--- config.mk ---
export PLATFORM = sky130hd
export DESIGN_NAME = instr_fetch_unit
export DESIGN_NICKNAME = d
export VERILOG_FILES = /design/src/rtl/instr_fetch_unit_pkg.sv /design/src/rtl/instr_fetch_unit_field_split.sv /design/src/rtl/instr_fetch_unit.sv
export SDC_FILE = /design/constraint.sdc
export NUM_CORES = 1
export LEC_CHECK = 0
export CORE_MARGIN = 2
export CORE_UTILIZATION = 43
export DETAILED_ROUTE_END_ITERATION = 10
export GPL_TIMING_DRIVEN = 0
export PLACE_DENSITY = 0.88
export RECOVER_POWER = 100
export SLEW_MARGIN = 20
export SYNTH_ARGS = -nofsm -noshare
export SYNTH_HDL_FRONTEND = slang
export SYNTH_SLANG_ARGS = --single-unit
--- constraint.sdc ---
create_clock -name clk -period 5.19 [get_ports clk]
set_clock_uncertainty 0.1 [all_clocks]
set_input_delay 1.038 -clock clk [delete_from_list [all_inputs] [get_ports clk]]
set_output_delay 1.038 -clock clk [all_outputs]
set_load 0.1 [all_outputs]
--- src/rtl/instr_fetch_unit_pkg.sv ---
// Shared definitions for the instruction fetch unit and its decode helpers.
// Contents: fetch FSM state encoding, NOP constant, instruction field bit positions.
// Combinational helpers only; no state lives here.
package instr_fetch_unit_pkg;

    typedef enum logic [1:0] {
        IDLE  = 2'd0,
        FETCH = 2'd1,
        HOLD  = 2'd2,
        ERR   = 2'd3
    } fetch_state_t;

    // addi x0, x0, 0
    localparam logic [31:0] NOP_INSTR = 32'h0000_0013;

    localparam int OP_LSB = 0;
    localparam int OP_MSB = 6;
    localparam int F3_LSB = 12;
    localparam int F3_MSB = 14;
    localparam int F7_LSB = 25;
    localparam int F7_MSB = 31;

    // A redirect target is usable only if it is word aligned.
    function automatic logic is_misaligned(input logic [1:0] addr_lsbs);
        return |addr_lsbs;
    endfunction

endpackage

--- src/rtl/instr_fetch_unit_field_split.sv ---
// Splits a 32-bit instruction word into opcode, funct3 and funct7 fields.
// Ports: instr (in, 32) -> Op (7), funct3 (3), funct7 (7).
// Purely combinational, zero latency, no flow control.
module instr_fetch_unit_field_split
    import instr_fetch_unit_pkg::*;
(
    input  logic [31:0] instr,
    output logic [6:0]  Op,
    output logic [2:0]  funct3,
    output logic [6:0]  funct7
);

    assign Op     = instr[OP_MSB:OP_LSB];
    assign funct3 = instr[F3_MSB:F3_LSB];
    assign funct7 = instr[F7_MSB:F7_LSB];

    // Register/immediate fields are decoded elsewhere.
    logic unused_bits;
    assign unused_bits = ^{instr[24:15], instr[11:7]};

endmodule

--- src/rtl/instr_fetch_unit.sv ---
// Instruction fetch unit: owns the PC, fetches one word at a time, holds it for decode.
// Ports: imem_req/addr/ready/rdata memory side; dec_valid/ready + fields + PCs toward decode;
//        PCSrc/pc_target/flush redirect inputs; misalign_err sticky fault flag.
// Latency: one FETCH cycle (with immediate imem_ready) plus one HOLD cycle per instruction;
//          waits in FETCH for imem_ready and in HOLD for dec_ready.
module instr_fetch_unit
    import instr_fetch_unit_pkg::*;
#(
    parameter int                ADDR_W   = 32,
    parameter logic [ADDR_W-1:0] RESET_PC = '0
) (
    input  logic              clk,
    input  logic              rst,
    output logic              imem_req,
    output logic [ADDR_W-1:0] imem_addr,
    input  logic              imem_ready,
    input  logic [31:0]       imem_rdata,
    output logic              dec_valid,
    input  logic              dec_ready,
    output logic [6:0]        Op,
    output logic [2:0]        funct3,
    output logic [6:0]        funct7,
    output logic [31:0]       instr,
    output logic [ADDR_W-1:0] pc_out,
    output logic [ADDR_W-1:0] pc_plus4,
    input  logic              PCSrc,
    input  logic [ADDR_W-1:0] pc_target,
    input  logic              flush,
    output logic              misalign_err
);

    fetch_state_t      state_q, state_d;
    logic [ADDR_W-1:0] pc_q, pc_d;
    logic [31:0]       instr_q, instr_d;
    logic              err_q, err_d;
    logic              redirect;

    // Natural wrap at 2^ADDR_W is intended.
    assign pc_plus4 = pc_q + ADDR_W'(4);

    always_comb begin
        state_d  = state_q;
        pc_d     = pc_q;
        instr_d  = instr_q;
        err_d    = err_q;
        redirect = 1'b0;

        case (state_q)
            IDLE: state_d = FETCH;
            FETCH: begin
                // flush wins: any data arriving this cycle is dropped.
                if (flush) begin
                    redirect = 1'b1;
                end else if (imem_ready) begin
                    instr_d = imem_rdata;
                    state_d = HOLD;
                end
            end
            HOLD: begin
                if (flush) begin
                    redirect = 1'b1;
                end else if (dec_ready) begin
                    if (PCSrc) begin
                        redirect = 1'b1;
                    end else begin
                        pc_d    = pc_plus4;
                        state_d = FETCH;
                    end
                end
            end
            ERR:     state_d = ERR;
            default: state_d = IDLE;
        endcase

        // A misaligned target parks the unit with PC untouched for debug.
        if (redirect) begin
            if (is_misaligned(pc_target[1:0])) begin
                state_d = ERR;
                err_d   = 1'b1;
            end else begin
                pc_d    = pc_target;
                state_d = FETCH;
            end
        end
    end

    always_ff @(posedge clk or negedge rst) begin
        if (!rst) begin
            state_q <= IDLE;
            pc_q    <= RESET_PC;
            instr_q <= NOP_INSTR;
            err_q   <= 1'b0;
        end else begin
            state_q <= state_d;
            pc_q    <= pc_d;
            instr_q <= instr_d;
            err_q   <= err_d;
        end
    end

    assign imem_req     = (state_q == FETCH);
    assign dec_valid    = (state_q == HOLD);
    assign imem_addr    = pc_q;
    assign pc_out       = pc_q;
    assign instr        = instr_q;
    assign misalign_err = err_q;

    // Fields come from the registered word, never straight from imem_rdata.
    instr_fetch_unit_field_split u_split (
        .instr  (instr_q),
        .Op     (Op),
        .funct3 (funct3),
        .funct7 (funct7)
    );

endmodule

==> results of run 1 <==
[metal layers]
metal,routed length [um],GRT usage,up-vias
li1,-,-,1810
met1,4860,0.302,1873
met2,6650,0.440,209
met3,976,0.0543,20
met4,240,0.0780,0
met5,0,0,-
[path summary, 6_finish.rpt]
path                              start            end  slack [ps]  cells after the start
setup / recovery           imem_addr[3]   pc_plus4[24]         230                      7
setup reg to reg             state_q[1]  imem_addr[17]        2270                      8
min in group asynchronous           rst      instr[22]         960                      1
hold reg to reg            misalign_err   misalign_err         390                      1
hold / removal             misalign_err   misalign_err         390                      1
max in group asynchronous           rst       instr[7]        1360                      2
[sequential cells by signal (all words and copies together), names as in the netlist]
signal and cells:
misalign_err 1, state_q 2, imem_addr 32, instr 32
[cells in the mapped netlist (3+ instances only)]
library cell,number,area share
dfrtp_1,64,0.40
clkbuf_1,13,0.012
nand3_1,13,0.016
buf_1,4,0.0038
buf_2,4,0.0050
xnor2_1,30,0.066
xor2_1,27,0.059
nand2_1,50,0.047
ha_1,4,0.013
nor2_1,24,0.023
nor3_1,7,0.0088
inv_1,6,0.0056
o21ai_0,33,0.041
dfstp_2,3,0.020
nor4_1,6,0.0094
buf_4,51,0.096
a21oi_1,4,0.0050
nand4_1,17,0.027
mux2_2,33,0.093
[timing repair]
action | 4_1_cts | 5_1_grt
resized for setup | 1 | 1
endpoints found under the hold margin | 0 | 0
endpoints found under the setup margin | 1 | 1
hold buffers | 0 | 0
[cell usage in the layout (no fill, tap or decap), types with 13 or more instances in the layout]
cell	netlist	final
xor2_1	27	26
dlygate4sd3_1	0	147
nand3_1	13	13
buf_4	51	51
o21ai_0	33	33
clkdlybuf4s50_1	0	68
nor2_1	24	24
xnor2_1	30	29
mux2_2	33	32
clkbuf_1	13	18
dfrtp_1	64	64
nand4_1	17	17
nand2_1	50	50
[final cells by class]
class                   count  area, um2  share of cell area
multi-input cells         270       1830               0.278
repair buffers            218       2160               0.329
inverters                   6       22.5             0.00342
well taps                 111        139              0.0211
flip-flops and latches     67       1680               0.255
plain buffers              74        483              0.0734
clock buffers              10        128              0.0194
clock inverters             6        138              0.0209
[stage by stage]
| stage | hold WS (ps) | std cells |
|---|---|---|
| after floorplan | 433 | 417 |
| after global placement | 353 | 745 |
| after detailed placement | 389 | 746 |
| after CTS | 406 | 762 |
| after global routing | 410 | 762 |
| final | 394 | 762 |
[cell families (layout without fill, tap and decap cells)]
| group | after synthesis | count (layout) | synth area share |
|---|---|---|---|
| simple gates | 137 | 137 | 0.171 |
| buf+inv | 80 | 314 | 0.127 |
| flops | 67 | 67 | 0.421 |
| xor+xnor | 57 | 57 | 0.125 |
| compound gates | 38 | 38 | 0.0486 |
| mux | 34 | 34 | 0.0956 |
| fa+ha+maj | 4 | 4 | 0.0125 |
==> results, run 1 <==
- Clock-pin slew was measured on the worst setup and hold paths at 70 ps.
- The library cell contributing the largest single delay on the critical path is dlygate4sd3_1.
- STA classifies the critical path endpoint as a primary output.
- For this configuration, the core starts out at a cell density of 0.438.
- At the worst endpoint, the required time is 4050 ps.
- The critical path goes through ha_1 > nand3_2 > or4_4 > buf_6 > or4_4 > xnor2_2 > dlygate4sd3_1.
- For this design the top-level I/O count stands at 218.
- The clock latency reported for the late side of the worst-skew pair is 340 ps.
- The count of max-cap constraint violations is 2.
- The post-CTS setup repair buffer count is 0.
- The H-tree level count is 3.
- The mean routed wirelength per cell is 16.7 um.
- The setup slack after layout is 228 ps.
- The setup violation total in the final timing report is 0.
- Once detail routing completed, the nets flagged for antenna violations numbered 0.
- The worst setup timing slack at the placement stage is 335 ps.
- Headroom to the max-slew limit came out at -0.404.
- The routed wire length is 12,700 um.
- CTS saw 67 sinks.
- The kind of path behind the tightest hold check is reg2reg.
- The type of element launching the critical path is a flip-flop.
- The arrival time at the worst endpoint is 3820 ps.
- The die boundary width is 100 um.
- Entering global routing, the biggest net connects 40 pins.
- The final reports fail on max-capacitance violations, max-slew violations.
- Along the worst path, the maximum fanout reaches 8.
- The placed instances occupy a cell area of 0.00633 mm2.
- The number of synthesis warnings is 0.
- The detailed router finished its first iteration with 124 violations.
- The worst-margin pin slew is 2110 ps.
- The filler cells instantiated in the layout total 651.
- The number of enable-type register cells in the synthesized netlist is 0.
- The synthesized netlist net count is 491.
- The post-route cell area is 0.00658 mm2.
- The total DRC errors in the routed layout is 0.
- The sum of net half-perimeters after detailed placement is 10,000 um.
- The utilization of the core after routing is 0.722.
- Among all flip-flop cells after synthesis, the most frequent one is dfrtp_1.
- The total iterations of the first detailed-routing run is 5.
- The routed layout has 3,912 vias.
- Setup repair after global routing left no endpoint under its margin.
- On the critical path the largest part of the delay comes from buffers and inverters.
- The row count is 35.
- Counting flops with an async set or reset pin after synthesis yields a share of 1.00.
- The upper clock frequency limit is 0.202 GHz.
- The number of I/O port buffers is 217.
- The buffering stage count on the worst path with inverters included is 2.
- The final-report hold violation count is 0.
- The final critical-path required period is 4960 ps.
- Routability-driven placement finished with a final weighted congestion of 1.00.
- The area overhead of the layout relative to synthesis is 64.9%.
- The synthesized area is 0.00399 mm2.
- The number of distinct library cells after synthesis is 37.
- The area of the die is 0.0101 mm2.
- The number of buffers created by CTS is 9.
- For this run, the total global-route usage over all layers was measured as 0.249.
- The critical setup path kind is reg2out.
- The maximum count of clock buffers along a single path is 2.
- The root buffer selected by CTS is clkbuf_8.
- The synthesized design contains 67 register bits.
- The final max-slew violation count is 70.
- In the final design database the tool counted 720 nets.
- The first-pass GRT wire length is 19,700 um.
- In this design, the stage delay of the slowest critical-path cell is 1220 ps.
- The run finished, with violations left.
- The floorplan step set the die height to 100 um.
- The most numerous cell type found on the critical path is or4_4.
- The gate count after technology mapping is 417.
- The number of antenna violations at the first check in global routing is 0.
- In the final layout, the share of cells above drive strength 1 is 0.180.
- The mean area per synthesized cell is 9.57 um2.
- The part of the Yosys area used for sequential elements is 0.421.
- The number of vias per cell is 5.13.
- The number of antenna diodes in the final layout is 0.
- The setup TNS is 0 ps.
- The clock tree from TritonCTS is built.
- The via count of the first global-routing pass is 3,918.
- The final worst-path cycle share is 0.956.
- The final global-route overflow total is 0.
- The area inside the core boundary is 0.00911 mm2.
Power of run 1 is not shown: default switching activity piles up to over one toggle a cycle in this logic, so the estimate is an artifact.
==> run 2: changes to the inputs <==
CAP_MARGIN = 10   (was default)
==> results of run 2 <==
Final layout, timing and power as in run 1 (identical DEF).
Power of run 2 is left out for the same reason.
==> run 3: changes to the inputs <==
PLACE_DENSITY = default   (was 0.88)
PLACE_DENSITY_LB_ADDON = 0.12   (was default)
==> run 3 against run 2 <==
Effect of this change:
- the run still ends with max-capacitance violations, max-slew violations left
- wire length down 3.6%
- first-iteration DRC count down 15%
- critical path depth up 1
- hold slack worse by 22 ps
- maximum frequency down 1.5%
- global-route usage down 0.33 points
- die area unchanged
==> results, run 3 (synthesis results as in run 1) <==
- Run status: finished with violations (unchanged).
- Violated checks: max-capacitance violations, max-slew violations (unchanged).
- The utilization of the core after routing came to 0.721 (was 0.722).
- The row count is 35 (unchanged).
- The total DRC errors in the routed layout is 0 (unchanged).
- The setup slack after layout is 155 ps (was 228 ps).
- The final worst-path cycle share is 0.970 (was 0.956).
- The total inserted antenna cells came to 0 (unchanged).
- The via count of the first global-routing pass was 3,754 (was 3,918).
- The clock latency reported for the late side of the worst-skew pair is 350 ps (was 340 ps).
- The fraction of final layout cells with drive strength greater than 1 is 0.183 (was 0.180).
- The arrival time at the worst endpoint is 3900 ps (was 3820 ps).
- The routed wire length came to 12,300 um (was 12,700 um).
- The dominant cell type by count on the critical path is or4_4 (unchanged).
- The relative max-transition margin came to -0.749 (was -0.404).
- The overall die height came to 100 um (unchanged).
- The top-level port count is 218 (unchanged).
- The beginning of the critical path is imem_addr[3] (unchanged).
- The overall routing resource usage is 0.246 (was 0.249).
- The mean routed wirelength per cell came to 16.1 um (was 16.7 um).
- The total clock sinks is 67 (unchanged).
- The sum of net half-perimeters after detailed placement is 9440 um (was 10,000 um).
- The area inside the core boundary is 0.00911 mm2 (unchanged).
- The final-report hold violation count is 0 (unchanged).
- The total number of nets in the final design is 720 (unchanged).
- The die boundary width was 100 um (unchanged).
- The setup violation total in the final timing report is 0 (unchanged).
- The count of routing violations after the opening detailed-route iteration came to 105 (was 124).
- The final global-route overflow total came to 0 (unchanged).
- The remaining antenna violation count is 0 (unchanged).
- The worst setup timing slack at the placement stage is 546 ps (was 335 ps).
- The final max-slew violation count is 48 (was 70).
- The count of max-cap constraint violations is 1 (was 2).
- The start of the worst register-to-register path was state_q[1] (unchanged).
- The maximum count of clock buffers along a single path came to 2 (unchanged).
- The nature of the critical path endpoint is a primary output (unchanged).
- The first-pass GRT wire length is 19,400 um (was 19,700 um).
- The upper clock frequency limit is 0.199 GHz (was 0.202 GHz).
- The pin count of the biggest net entering global routing is 48 (was 40).
- The vias after detailed routing is 3,845 (was 3,912).
- The effective utilization at floorplan is 0.438 (unchanged).
- The area of the die is 0.0101 mm2 (unchanged).
- The setup TNS was 0 ps (unchanged).
- The number of buffers created by CTS is 9 (unchanged).
- The commonest non-fill, non-tap cell in the layout is dlygate4sd3_1 (unchanged).
- The H-tree level count is 3 (unchanged).
- The type of element launching the critical path was a flip-flop (unchanged).
- The final critical-path required period is 5040 ps (was 4960 ps).
- Commonest cells after routing, fill and taps aside: 147 x dlygate4sd3_1, 68 x clkdlybuf4s50_1, 64 x dfrtp_1 (unchanged).
- The delay of the slowest critical-path stage came to 1140 ps (was 1220 ps).
- The total iterations of the first detailed-routing run is 4 (was 5).
- The clock transition time at the flip-flop clock pins of the worst setup and hold paths was 80 ps (was 70 ps).
- The area overhead of the layout relative to synthesis is 64.5% (was 64.9%).
- The clock tree from TritonCTS is built (unchanged).
- Cells along the critical path: ha_1 > nand3_2 > or4_4 > buf_6 > or4_4 > nor2_2 > xor2_2 > clkdlybuf4s50_1 (was ha_1 > nand3_2 > or4_4 > buf_6 > or4_4 > xnor2_2 > dlygate4sd3_1).
- The post-CTS setup repair buffer count was 0 (unchanged).
- The data required time at the worst endpoint is 4050 ps (about the same).
- The number of I/O port buffers is 217 (unchanged).
- The kind of path behind the tightest hold check is reg2reg (unchanged).
- The hold-fix buffer count after cts is 0 (unchanged).
- The routability congestion estimate came to 0.951 (was 1.00).
- The maximum net fanout on the critical path was 8 (unchanged).
- The worst-margin pin slew is 2620 ps (was 2110 ps).
- Unrepaired setup endpoints after global routing: no (unchanged).
- The post-cts resize count is 0 (was 1).
- The root buffer selected by CTS is clkbuf_8 (unchanged).
- The critical setup path kind was reg2out (unchanged).
- The library cell contributing the largest single delay on the critical path is clkdlybuf4s50_1 (was dlygate4sd3_1).
- The number of antenna violations at the first check in global routing is 0 (unchanged).
- The number of vias per cell is 5.05 (was 5.13).
- The launch instance of the worst min-delay path is misalign_err (unchanged).
-- run 3: through the flow --
stage	area (um2)	std cells	hold WS, ps
final	6560	762	372
after global routing	6560	762	424
after CTS	6600	762	384
after detailed placement	6350	746	360
after global placement	6320	745	353
after floorplan	4010	417	433
-- run 3: worst max-delay path: cells and delay by family (launching register included) --
kind / cells / cell delay (ps)
xor gates and xnor gates: 1 / 140
DFF: 1 / 430
buffers and inverters: 2 / 1290
and+or+nand+nor: 4 / 1420
adders and majority gates: 1 / 260
-- run 3: path summary, 6_finish.rpt --
path | slack, ps | end | cells past startpoint
worst max-delay path | 150 | pc_plus4[30] | 8
worst min-delay path | 370 | misalign_err | 1
worst max register to register | 2350 | imem_addr[23] | 8
worst min register to register | 370 | misalign_err | 1
max in group asynchronous | 1220 | misalign_err | 2
min in group asynchronous | 760 | instr[25] | 1
-- run 3: layout make-up --
class	count	area, um2
inverters	6	22.5
repair buffers	218	2160
multi-input cells	270	1830
plain buffers	74	483
well taps	111	139
flip-flops and latches	67	1680
fillers	708	2540
clock inverters	7	125
clock buffers	9	124
-- run 3: metal layers --
layer	part of all wire	vias to the layer above	global-route usage
li1	-	1811	-
met1	0.41	1844	0.307
met2	0.49	176	0.410
met3	0.082	14	0.0801
met4	0.016	0	0.0664
met5	0	-	0
Power of run 3 is left out for the same reason.
